`config.mk`:
```
export PLATFORM = sky130hd
export DESIGN_NAME = sprite_cfg_ctrl_flat
export DESIGN_NICKNAME = d
export VERILOG_FILES = /design/src/rtl/sprite_cfg_ctrl_if.sv /design/src/rtl/sprite_cfg_ctrl.sv /design/src/flat_wrapper.sv
export SDC_FILE = /design/constraint.sdc
export NUM_CORES = 1
export LEC_CHECK = 0
export ABC_AREA = 0
export CAP_MARGIN = 20
export CORE_UTILIZATION = 52
export CTS_BUF_LIST = sky130_fd_sc_hd__clkbuf_8 sky130_fd_sc_hd__clkbuf_16
export CTS_CLUSTER_DIAMETER = 40
export DETAILED_ROUTE_END_ITERATION = 12
export PLACE_DENSITY = 0.75
export SKIP_LAST_GASP = 1
export SYNTH_ARGS = -nofsm -noshare
export SYNTH_HDL_FRONTEND = slang
export SYNTH_SLANG_ARGS = --single-unit
```
`constraint.sdc`:
```
create_clock -name clk -period 24 [get_ports clk]
set_input_delay 2.4 -clock clk [delete_from_list [all_inputs] [get_ports clk]]
set_output_delay 2.4 -clock clk [all_outputs]
set_load 0.03 [all_outputs]
```
`src/rtl/sprite_cfg_ctrl_if.sv`:
```
// SPI byte-stream link between the SPI slave front end and sprite_cfg_ctrl.
// master = SPI slave side (delivers received bytes), slave = command controller.
interface sprite_cfg_ctrl_if;
    logic       cs_active;
    logic       rx_valid;
    logic [7:0] rx_data;
    logic [7:0] tx_data;
    logic       tx_load;

    modport master (output cs_active, rx_valid, rx_data, input tx_data, tx_load);
    modport slave  (input cs_active, rx_valid, rx_data, output tx_data, tx_load);
endinterface

```
`src/rtl/sprite_cfg_ctrl.sv`:
```
// SPI command decoder staging sprite/colour/position writes into shadow registers that commit
// to the active set only on next_frame. Optional STATUS_READBACK_EN adds frame counter + opcode 0x04.
module sprite_cfg_ctrl #(
    parameter int unsigned SPRITE_BITS = 144,
    parameter int unsigned X_W         = 10,
    parameter int unsigned Y_W         = 10
) (
    input  logic                   clk,
    input  logic                   reset,
    sprite_cfg_ctrl_if.slave       spi,
    input  logic                   next_frame,
    output logic [SPRITE_BITS-1:0] sprite_data,
    output logic [5:0]             color_bg,
    output logic [5:0]             color_fg,
    output logic [X_W-1:0]         sprite_x,
    output logic [Y_W-1:0]         sprite_y,
    output logic                   cmd_error
);
    localparam int unsigned SpriteLen = SPRITE_BITS / 8;
    localparam int unsigned CntW      = $clog2(SpriteLen + 1);

    localparam logic [7:0] OpNop    = 8'h00;
    localparam logic [7:0] OpSprite = 8'h01;
    localparam logic [7:0] OpColor  = 8'h02;
    localparam logic [7:0] OpPos    = 8'h03;
`ifdef STATUS_READBACK_EN
    localparam logic [7:0] OpStatus = 8'h04;
`endif

    typedef enum logic [1:0] {StIdle, StCmd, StData, StDrop} state_e;

    state_e                 state_q;
    logic [7:0]             op_q;
    logic [CntW-1:0]        cnt_q;
    logic [SPRITE_BITS-1:0] stage_q;
    logic                   apply_q;
    logic                   pending_q;

    logic [SPRITE_BITS-1:0] sh_sprite_q;
    logic [5:0]             sh_bg_q;
    logic [5:0]             sh_fg_q;
    logic [X_W-1:0]         sh_x_q;
    logic [Y_W-1:0]         sh_y_q;

    logic byte_in;
    assign byte_in = spi.cs_active && spi.rx_valid;

    always_ff @(posedge clk or posedge reset) begin
        if (reset) begin
            state_q   <= StIdle;
            op_q      <= OpNop;
            cnt_q     <= '0;
            stage_q   <= '0;
            apply_q   <= 1'b0;
            cmd_error <= 1'b0;
        end else begin
            apply_q   <= 1'b0;
            cmd_error <= 1'b0;
            if (!spi.cs_active) begin
                state_q <= StIdle;
            end else begin
                case (state_q)
                    StIdle: state_q <= StCmd;
                    StCmd: begin
                        if (byte_in) begin
                            op_q <= spi.rx_data;
                            case (spi.rx_data)
                                OpSprite: begin
                                    cnt_q   <= CntW'(SpriteLen);
                                    state_q <= StData;
                                end
                                OpColor: begin
                                    cnt_q   <= CntW'(2);
                                    state_q <= StData;
                                end
                                OpPos: begin
                                    cnt_q   <= CntW'(4);
                                    state_q <= StData;
                                end
                                OpNop: state_q <= StDrop;
`ifdef STATUS_READBACK_EN
                                OpStatus: state_q <= StDrop;
`endif
                                default: begin
                                    state_q   <= StDrop;
                                    cmd_error <= 1'b1;
                                end
                            endcase
                        end
                    end
                    StData: begin
                        if (byte_in) begin
                            stage_q <= {stage_q[SPRITE_BITS-9:0], spi.rx_data};
                            cnt_q   <= cnt_q - CntW'(1);
                            if (cnt_q == CntW'(1)) begin
                                apply_q <= 1'b1;
                                state_q <= StDrop;
                            end
                        end
                    end
                    StDrop:  state_q <= StDrop;
                    default: state_q <= StIdle;
                endcase
            end
        end
    end

    // Commit uses the pre-update shadow; a same-cycle shadow update re-arms pending.
    always_ff @(posedge clk or posedge reset) begin
        if (reset) begin
            pending_q   <= 1'b0;
            sh_sprite_q <= '0;
            sh_bg_q     <= 6'h00;
            sh_fg_q     <= 6'h3F;
            sh_x_q      <= '0;
            sh_y_q      <= '0;
            sprite_data <= '0;
            color_bg    <= 6'h00;
            color_fg    <= 6'h3F;
            sprite_x    <= '0;
            sprite_y    <= '0;
        end else begin
            if (next_frame && pending_q) begin
                sprite_data <= sh_sprite_q;
                color_bg    <= sh_bg_q;
                color_fg    <= sh_fg_q;
                sprite_x    <= sh_x_q;
                sprite_y    <= sh_y_q;
            end
            if (apply_q) begin
                pending_q <= 1'b1;
                case (op_q)
                    OpSprite: sh_sprite_q <= stage_q;
                    OpColor: begin
                        sh_bg_q <= stage_q[13:8];
                        sh_fg_q <= stage_q[5:0];
                    end
                    OpPos: begin
                        sh_x_q <= stage_q[16 +: X_W];
                        sh_y_q <= stage_q[0 +: Y_W];
                    end
                    default: ;
                endcase
            end else if (next_frame && pending_q) begin
                pending_q <= 1'b0;
            end
        end
    end

`ifdef STATUS_READBACK_EN
    logic [7:0] frame_cnt_q;
    logic [7:0] tx_data_q;
    logic       tx_load_q;

    always_ff @(posedge clk or posedge reset) begin
        if (reset) begin
            frame_cnt_q <= '0;
            tx_data_q   <= '0;
            tx_load_q   <= 1'b0;
        end else begin
            tx_load_q <= 1'b0;
            if (next_frame) begin
                frame_cnt_q <= frame_cnt_q + 8'd1;
            end
            if (state_q == StCmd && byte_in && spi.rx_data == OpStatus) begin
                tx_data_q <= {pending_q, frame_cnt_q[6:0]};
                tx_load_q <= 1'b1;
            end
        end
    end

    assign spi.tx_data = tx_data_q;
    assign spi.tx_load = tx_load_q;
`else
    assign spi.tx_data = 8'h00;
    assign spi.tx_load = 1'b0;
`endif

endmodule

```
`src/flat_wrapper.sv`:
```
// flat-port wrapper written by rule: the top's interface ports become plain ports
module sprite_cfg_ctrl_flat 
#(
    parameter int unsigned SPRITE_BITS = 144,
    parameter int unsigned X_W         = 10,
    parameter int unsigned Y_W         = 10
)
  (clk, reset, next_frame, sprite_data, color_bg, color_fg, sprite_x, sprite_y, cmd_error, spi_cs_active, spi_rx_valid, spi_rx_data, spi_tx_data, spi_tx_load);
  sprite_cfg_ctrl_if spi_i ();
  input  logic clk;
  input  logic reset;
  input  logic next_frame;
  output logic [SPRITE_BITS-1:0] sprite_data;
  output logic [5:0] color_bg;
  output logic [5:0] color_fg;
  output logic [X_W-1:0] sprite_x;
  output logic [Y_W-1:0] sprite_y;
  output logic cmd_error;
  input wire logic [$bits(spi_i.cs_active)-1:0] spi_cs_active;
  input wire logic [$bits(spi_i.rx_valid)-1:0] spi_rx_valid;
  input wire logic [$bits(spi_i.rx_data)-1:0] spi_rx_data;
  output wire logic [$bits(spi_i.tx_data)-1:0] spi_tx_data;
  output wire logic [$bits(spi_i.tx_load)-1:0] spi_tx_load;
  assign spi_i.cs_active = spi_cs_active;
  assign spi_i.rx_valid = spi_rx_valid;
  assign spi_i.rx_data = spi_rx_data;
  assign spi_tx_data = spi_i.tx_data;
  assign spi_tx_load = spi_i.tx_load;
  sprite_cfg_ctrl #(.SPRITE_BITS(SPRITE_BITS), .X_W(X_W), .Y_W(Y_W)) u_core (.clk(clk), .reset(reset), .spi(spi_i), .next_frame(next_frame), .sprite_data(sprite_data), .color_bg(color_bg), .color_fg(color_fg), .sprite_x(sprite_x), .sprite_y(sprite_y), .cmd_error(cmd_error));
endmodule
```
==> flow_summary.json, run 1 <==
{
  "status": "complete, no violations",
  "htreeDepth": 2,
  "ant_nets": 0,
  "power.density_mw_per_mm2": 79.24,
  "syn_to_final_growth_pct": 22.77,
  "cts_tree": "done",
  "grtUsageTotal": 0.2102,
  "grt-ovfl-total": 0,
  "hold_buffers": 0,
  "io_pins": 199,
  "ff2ff_path_depth": 4,
  "gp_congestion": 0.7457,
  "io_buffers": 189,
  "syn_avg_cell_area_sq_um": 13.37,
  "post_drt_wl_per_cell_microns": 17.89,
  "netlist_area_sq_mm": 0.01927,
  "yosysTopAreaCellShare": 0.6520,
  "syn_inst": 1441,
  "diodes": 0,
  "cp.required_ns": 24.58,
  "fin_crit_sh": 0.1941,
  "grt_start_max_net_pins": 142,
  "path_clk_slew_ns": 0.06,
  "num_rows": 70,
  "final-setup-viol-count": 0,
  "cts.sinks": 514,
  "tns_ns": 0,
  "cp-end-kind": "async pin",
  "cp_data_arrival_time_ns": 5.24,
  "die_x_microns": 194.5,
  "maxSlewViolCount": 0,
  "fp.dieH_microns": 194.5,
  "dp.cells": 2038,
  "fin_crit_ns": 4.658,
  "critPathMaxFanout": 141,
  "path_class": "in2async",
  "dpl-instance-area_sq_mm": 0.02154,
  "whs_ns": 0.4787,
  "slew_headroom": 0.2524,
  "synth_top_area_cell": "dfrtp_1",
  "hold_path_depth": 2,
  "via_per_inst": 5.245,
  "fin_cells": 2149,
  "drc_errors": 0,
  "fmaxAchievable_mhz": 214.7,
  "drive_gt1_frac": 0.2957,
  "grt_pass1_vias": 11601,
  "place_hpwl_mm": 22.88,
  "timing.final.ws_setup_ns": 19.34,
  "core-area_sq_mm": 0.03652,
  "fin_skew_ns": 0.01423,
  "antenna_found_initial": 0,
  "cts_buffers": 58,
  "first_iter_violations": 667,
  "final_area_sq_mm": 0.02365,
  "yosys-top-cells-area": "dfrtp_1 65%, mux2_2 21%, nand2_1 8.5%",
  "cts_resized": 0,
  "synth-seq-cells": 514,
  "grt_pass1_wl_mm": 63.22,
  "wl_mm": 38.45,
  "cts_setup_buffers": 0,
  "fin_nets": 1647,
  "yosysWarningCount": 0,
  "start_util": 0.5275,
  "leakagePower_uw": 0.01234,
  "yosysSeqAreaShare": 0.6684,
  "rsz0062_at_grt": "false",
  "dieArea_sq_mm": 0.03782,
  "place_ws_ns": 18.57,
  "drv_cap": 0,
  "yosysUniqueCellTypes": 37,
  "drtPass1Iterations": 6,
  "hp-class": "reg2reg",
  "root_buffer": "clkbuf_16",
  "insertion_delay_ns": 0.59,
  "start_kind": "primary input",
  "cts_buffer_depth": 3,
  "worst_pin_slew_ns": 1.121,
  "dr_total_vias": 11271,
  "hold_viol": 0,
  "peakVddDrop_mv": 0.06402
}
## worst paths after layout
| check | start | endpoint | slack, ns |
|---|---|---|---|
| min reg2reg | u_core.stage_q[139] | u_core.stage_q[139] | 0.48 |
| max in group clk | spi_rx_valid | u_core.cnt_q[3] | 19.40 |
| max | reset | u_core.sprite_data[21] | 19.34 |
| min | u_core.stage_q[139] | u_core.stage_q[139] | 0.48 |
| min in group asynchronous | reset | u_core.sprite_data[136] | 2.45 |
| max reg2reg | u_core.state_q[0] | u_core.cnt_q[3] | 21.35 |
## cell type report
| type | count | area (sq um) |
|---|---|---|
| tap | 468 | 585.6 |
| clock buffer | 65 | 1582 |
| sequential | 514 | 12880 |
| clock inverter | 44 | 474.2 |
| fill | 2702 | 12870 |
| inverter | 6 | 30.03 |
| timing repair buffer | 203 | 2037 |
| multi-input combinational | 849 | 6067 |
## per-layer routing
layer | track usage | share of wire | up-vias
li1 | - | - | 5156
met3 | 0.04633 | 0.048 | 59
met5 | 0 | 0 | -
met4 | 0.06496 | 0.019 | 0
met2 | 0.3378 | 0.48 | 214
met1 | 0.2869 | 0.45 | 5842
## cell families (layout without fill, tap and decap cells)
group,after synthesis,after routing,share of synthesized area
buffers and inverters,86,318,0.01948
flip-flops,514,514,0.6684
multiplexers,361,361,0.2112
AND/OR/NAND/NOR,464,464,0.09495
AO/OA/AOI/OAI,13,13,0.004481
other,1,9,0.0001946
adder cells (fa/ha/maj),2,2,0.001299
## critical path, stage by stage
cell and delay [ns]:
clkdlybuf4s50_1 0.49, inv_8 0.70, buf_4 0.71, buf_4 0.84
## metrics by stage
| step | util | power (uW) |
|---|---|---|
| final | 0.6476 | 1874 |
| after global routing | 0.6476 | 1938 |
| after CTS | 0.6461 | 1894 |
| after detailed placement | 0.5898 | 966.5 |
| after global placement | 0.5898 | 963.8 |
| after floorplan | - | 947.0 |
## cell usage after synthesis
cell type / instances
conb_1: 1
nand4_1: 1
a31o_2: 1
buf_2: 15
and2_1: 1
and4_1: 2
a31oi_1: 2
clkbuf_1: 51
mux2_2: 360
buf_4: 9
nor3_1: 1
nor2b_1: 2
inv_1: 6
mux2_4: 1
a2bb2oi_1: 1
nand3_1: 3
dfrtp_1: 502
or2_2: 1
nor2_1: 5
nor4b_1: 1
nand2_1: 436
and4b_1: 1
o21ai_0: 1
a21o_1: 1
a22oi_1: 1
a21oi_1: 4
buf_1: 5
dfstp_2: 12
o21a_1: 1
nor4_1: 2
nand2_4: 1
a41oi_1: 1
ha_1: 2
nand4b_1: 3
nand2b_1: 1
nor3b_1: 1
or4_4: 2
## flip-flops by register name, summed over array words and instances (netlist names), 8 cells and up
register / cells
u_core.sh_y_q: 10
u_core.stage_q: 144
u_core.sprite_y: 10
u_core.sh_sprite_q: 144
u_core.sprite_data: 144
u_core.op_q: 8
u_core.sprite_x: 10
u_core.sh_x_q: 10
## cell usage in the layout (no fill, tap or decap), types with 6 or more instances in the layout
cell             netlist  final
buf_4                  9     12
bufinv_16              0      7
clkbuf_16              0     61
clkdlybuf4s50_1        0    189
clkinvlp_4             0      9
conb_1                 1      9
dfrtp_1              502    502
dfstp_2               12     12
inv_1                  6     13
inv_6                  0      6
mux2_2               360    360
nand2_1              436    435
## power by group
group	switching [uW]	internal, uW
clock network	367	556
logic	34.4	15.6
registers	19.0	882
total	421	1450
No activity file was read; power rests on OpenSTA's default activity.
==> run 2, diff against run 1 <==
CORE_UTILIZATION = 51   (was 52)
PLACE_DENSITY = 0.77   (was 0.75)
clock period = 4.1 ns   (was 24 ns; I/O delays follow)
==> run 2 against run 1 <==
  * Clock skew grew 0.0071 ns
  * Via count grew 1.0%
  * Total power grew to 6.1 times the previous value
  * Register-to-register slack lost 20 ns
  * Critical path depth grew 1
  * Combinational power grew to 6.1 times the previous value
  * Die area grew 1.9%
  * Clock power grew to 6.3 times the previous value
  * First-iteration DRC count shrank 7.8%
==> flow_summary.json, run 2 (same netlist as run 1, synthesis figures left out) <==
{
  "cpMostUsedCell": "nand2_1",
  "cp_slowest_cell": "nand3_4",
  "timing.final.ws_setup_ns": 1.726,
  "drc_errors": 0,
  "worst_pin_slew_ns": 0.9495,
  "final_util": 0.6515,
  "first_iter_violations": 615,
  "place_hpwl_mm": 23.76,
  "path_class": "reg2reg",
  "place_ws_ns": 1.351,
  "dr_wl_met3_mm": 2.177,
  "cts_resized": 0,
  "power_uw": 11410,
  "maxSlewViolCount": 0,
  "wl_mm": 39.10,
  "dp.cells": 2082,
  "fmaxAchievable_mhz": 421.2,
  "cts_buffers": 67,
  "via_per_inst": 5.167,
  "dieArea_sq_mm": 0.03856,
  "fin_cells": 2204,
  "swShare": 0.2276,
  "fp.dieH_microns": 196.4,
  "p_clk_frac": 0.510,
  "cp.required_ns": 4.56,
  "num_rows": 70,
  "critPathMaxFanout": 95,
  "max_stage_delay_ns": 0.62,
  "cp-end-kind": "flop",
  "grt_pass1_wl_mm": 64.31,
  "rsz0062_at_grt": "false",
  "comb_power_share": 0.027,
  "hp-class": "in2async",
  "grt_pass1_vias": 12132,
  "fin_nets": 1662,
  "io_pins": 199,
  "hold_viol": 0,
  "grt-ovfl-total": 0,
  "slew_headroom": 0.3670,
  "gp_congestion": 0.7739,
  "fillCellCount": 2676,
  "r2r_slack_ns": 1.73,
  "insertion_delay_ns": 0.57,
  "cts_buffer_depth": 3,
  "core-area_sq_mm": 0.03687,
  "ant_nets": 0,
  "seq_power_share": 0.463,
  "diodes": 0,
  "io_buffers": 189,
  "fin_crit_ns": 2.374,
  "r2r-end": "u_core.stage_q[106]",
  "dr_total_vias": 11388,
  "htreeDepth": 3,
  "cp_cell_sequence": "nor2b_1, nand3_4, buf_12, nand2_1, nand2_1",
  "syn_to_final_growth_pct": 24.69,
  "grtUsageTotal": 0.2110,
  "fin_crit_sh": 0.5790,
  "internal_power_uw": 8811,
  "fin_skew_ns": 0.02136,
  "drive_gt1_frac": 0.3053,
  "mostFrequentLayoutCell": "dfrtp_1",
  "mostFrequentLayoutCells": "502 x dfrtp_1, 435 x nand2_1, 360 x mux2_2",
  "start_kind": "flop",
  "leakagePower_uw": 0.01249,
  "cts.sinks": 514,
  "status": "complete, no violations",
  "highest_layer": "met4",
  "grt_start_max_net_pins": 116,
  "final-setup-viol-count": 0,
  "drtPass1Iterations": 4,
  "cp_data_arrival_time_ns": 2.84,
  "antenna_found_initial": 0,
  "whs_ns": 0.3219,
  "post_drt_wl_per_cell_microns": 17.74,
  "root_buffer": "clkbuf_16",
  "hold_buffers": 0,
  "peakVddDrop_mv": 0.3921,
  "r2r_start": "u_core.state_q[1]",
  "met1_length_mm": 17.23,
  "p_switching_uw": 2596,
  "ff2ff_path_depth": 5,
  "cts_setup_buffers": 0,
  "start_util": 0.5225,
  "drv_cap": 0,
  "path_clk_slew_ns": 0.06,
  "cts_tree": "done",
  "largestRegisters": "u_core.sh_sprite_q x144, u_core.sprite_data x144, u_core.stage_q x144",
  "die_x_microns": 196.4,
  "wl_met2_mm": 18.79,
  "power.density_mw_per_mm2": 474.8
}
-- run 2: cell types whose count changed in the layout (fill, tap and decap cells not counted), moves of 3 or more --
cell	delta
inv_6	+5
inv_1	-3
clkinv_4	+5
buf_12	+8
inv_8	-4
clkbuf_16	+7
-- run 2: worst max-delay path by stage --
stage,from,end,slack [ns],cells past startpoint
2_1_floorplan,reset,u_core.apply_q,-3.28,1
3_3_place_gp,spi_rx_valid,u_core.cnt_q[1],1.44,5
3_5_place_dp,spi_rx_valid,u_core.cnt_q[1],1.35,5
4_1_cts,u_core.state_q[1],u_core.stage_q[117],1.76,5
5_1_grt,u_core.state_q[1],u_core.stage_q[60],1.52,5
6_report,u_core.state_q[1],u_core.stage_q[106],1.73,5
-- run 2: through the flow --
step,instance area (sq um),setup TNS [ns]
3_5_place_dp,21740,0
2_1_floorplan,19300,-1662.80
3_3_place_gp,21740,0
6_report,24020,0
4_1_cts,24020,0
5_1_grt,24020,0
-- run 2: worst max-delay path: cells and delay by family, from the launching register on --
family,cells,cell delay [ns]
buf+inv,1,0.50
flops,1,0.42
simple gates,4,1.27
-- run 2: layout make-up --
type	count	area, sq um	area share
flip-flops and latches	514	12880	0.5361
multi-input cells	849	6067	0.2526
repair buffers	209	2142	0.08917
clock buffers	72	1757	0.07313
well taps	504	630.6	0.02625
clock inverters	50	521.8	0.02172
inverters	6	26.28	0.001094
-- run 2: power by group through the flow --
| stage | Clock (uW) | Combinational, uW | Sequential (uW) |
|---|---|---|---|
| floorplan | 0 | 224 | 5320 |
| global placement | 0 | 298 | 5360 |
| detailed placement | 0 | 309 | 5360 |
| CTS | 5940 | 313 | 5280 |
| global route | 6130 | 352 | 5290 |
| finish | 5820 | 304 | 5280 |
-- run 2: per-layer routing --
| metal | vias to the layer above | GRT usage |
|---|---|---|
| met5 | - | 0 |
| met4 | 0 | 0.06539 |
| met3 | 65 | 0.05595 |
| met2 | 240 | 0.3428 |
| met1 | 5884 | 0.2786 |
| li1 | 5199 | - |
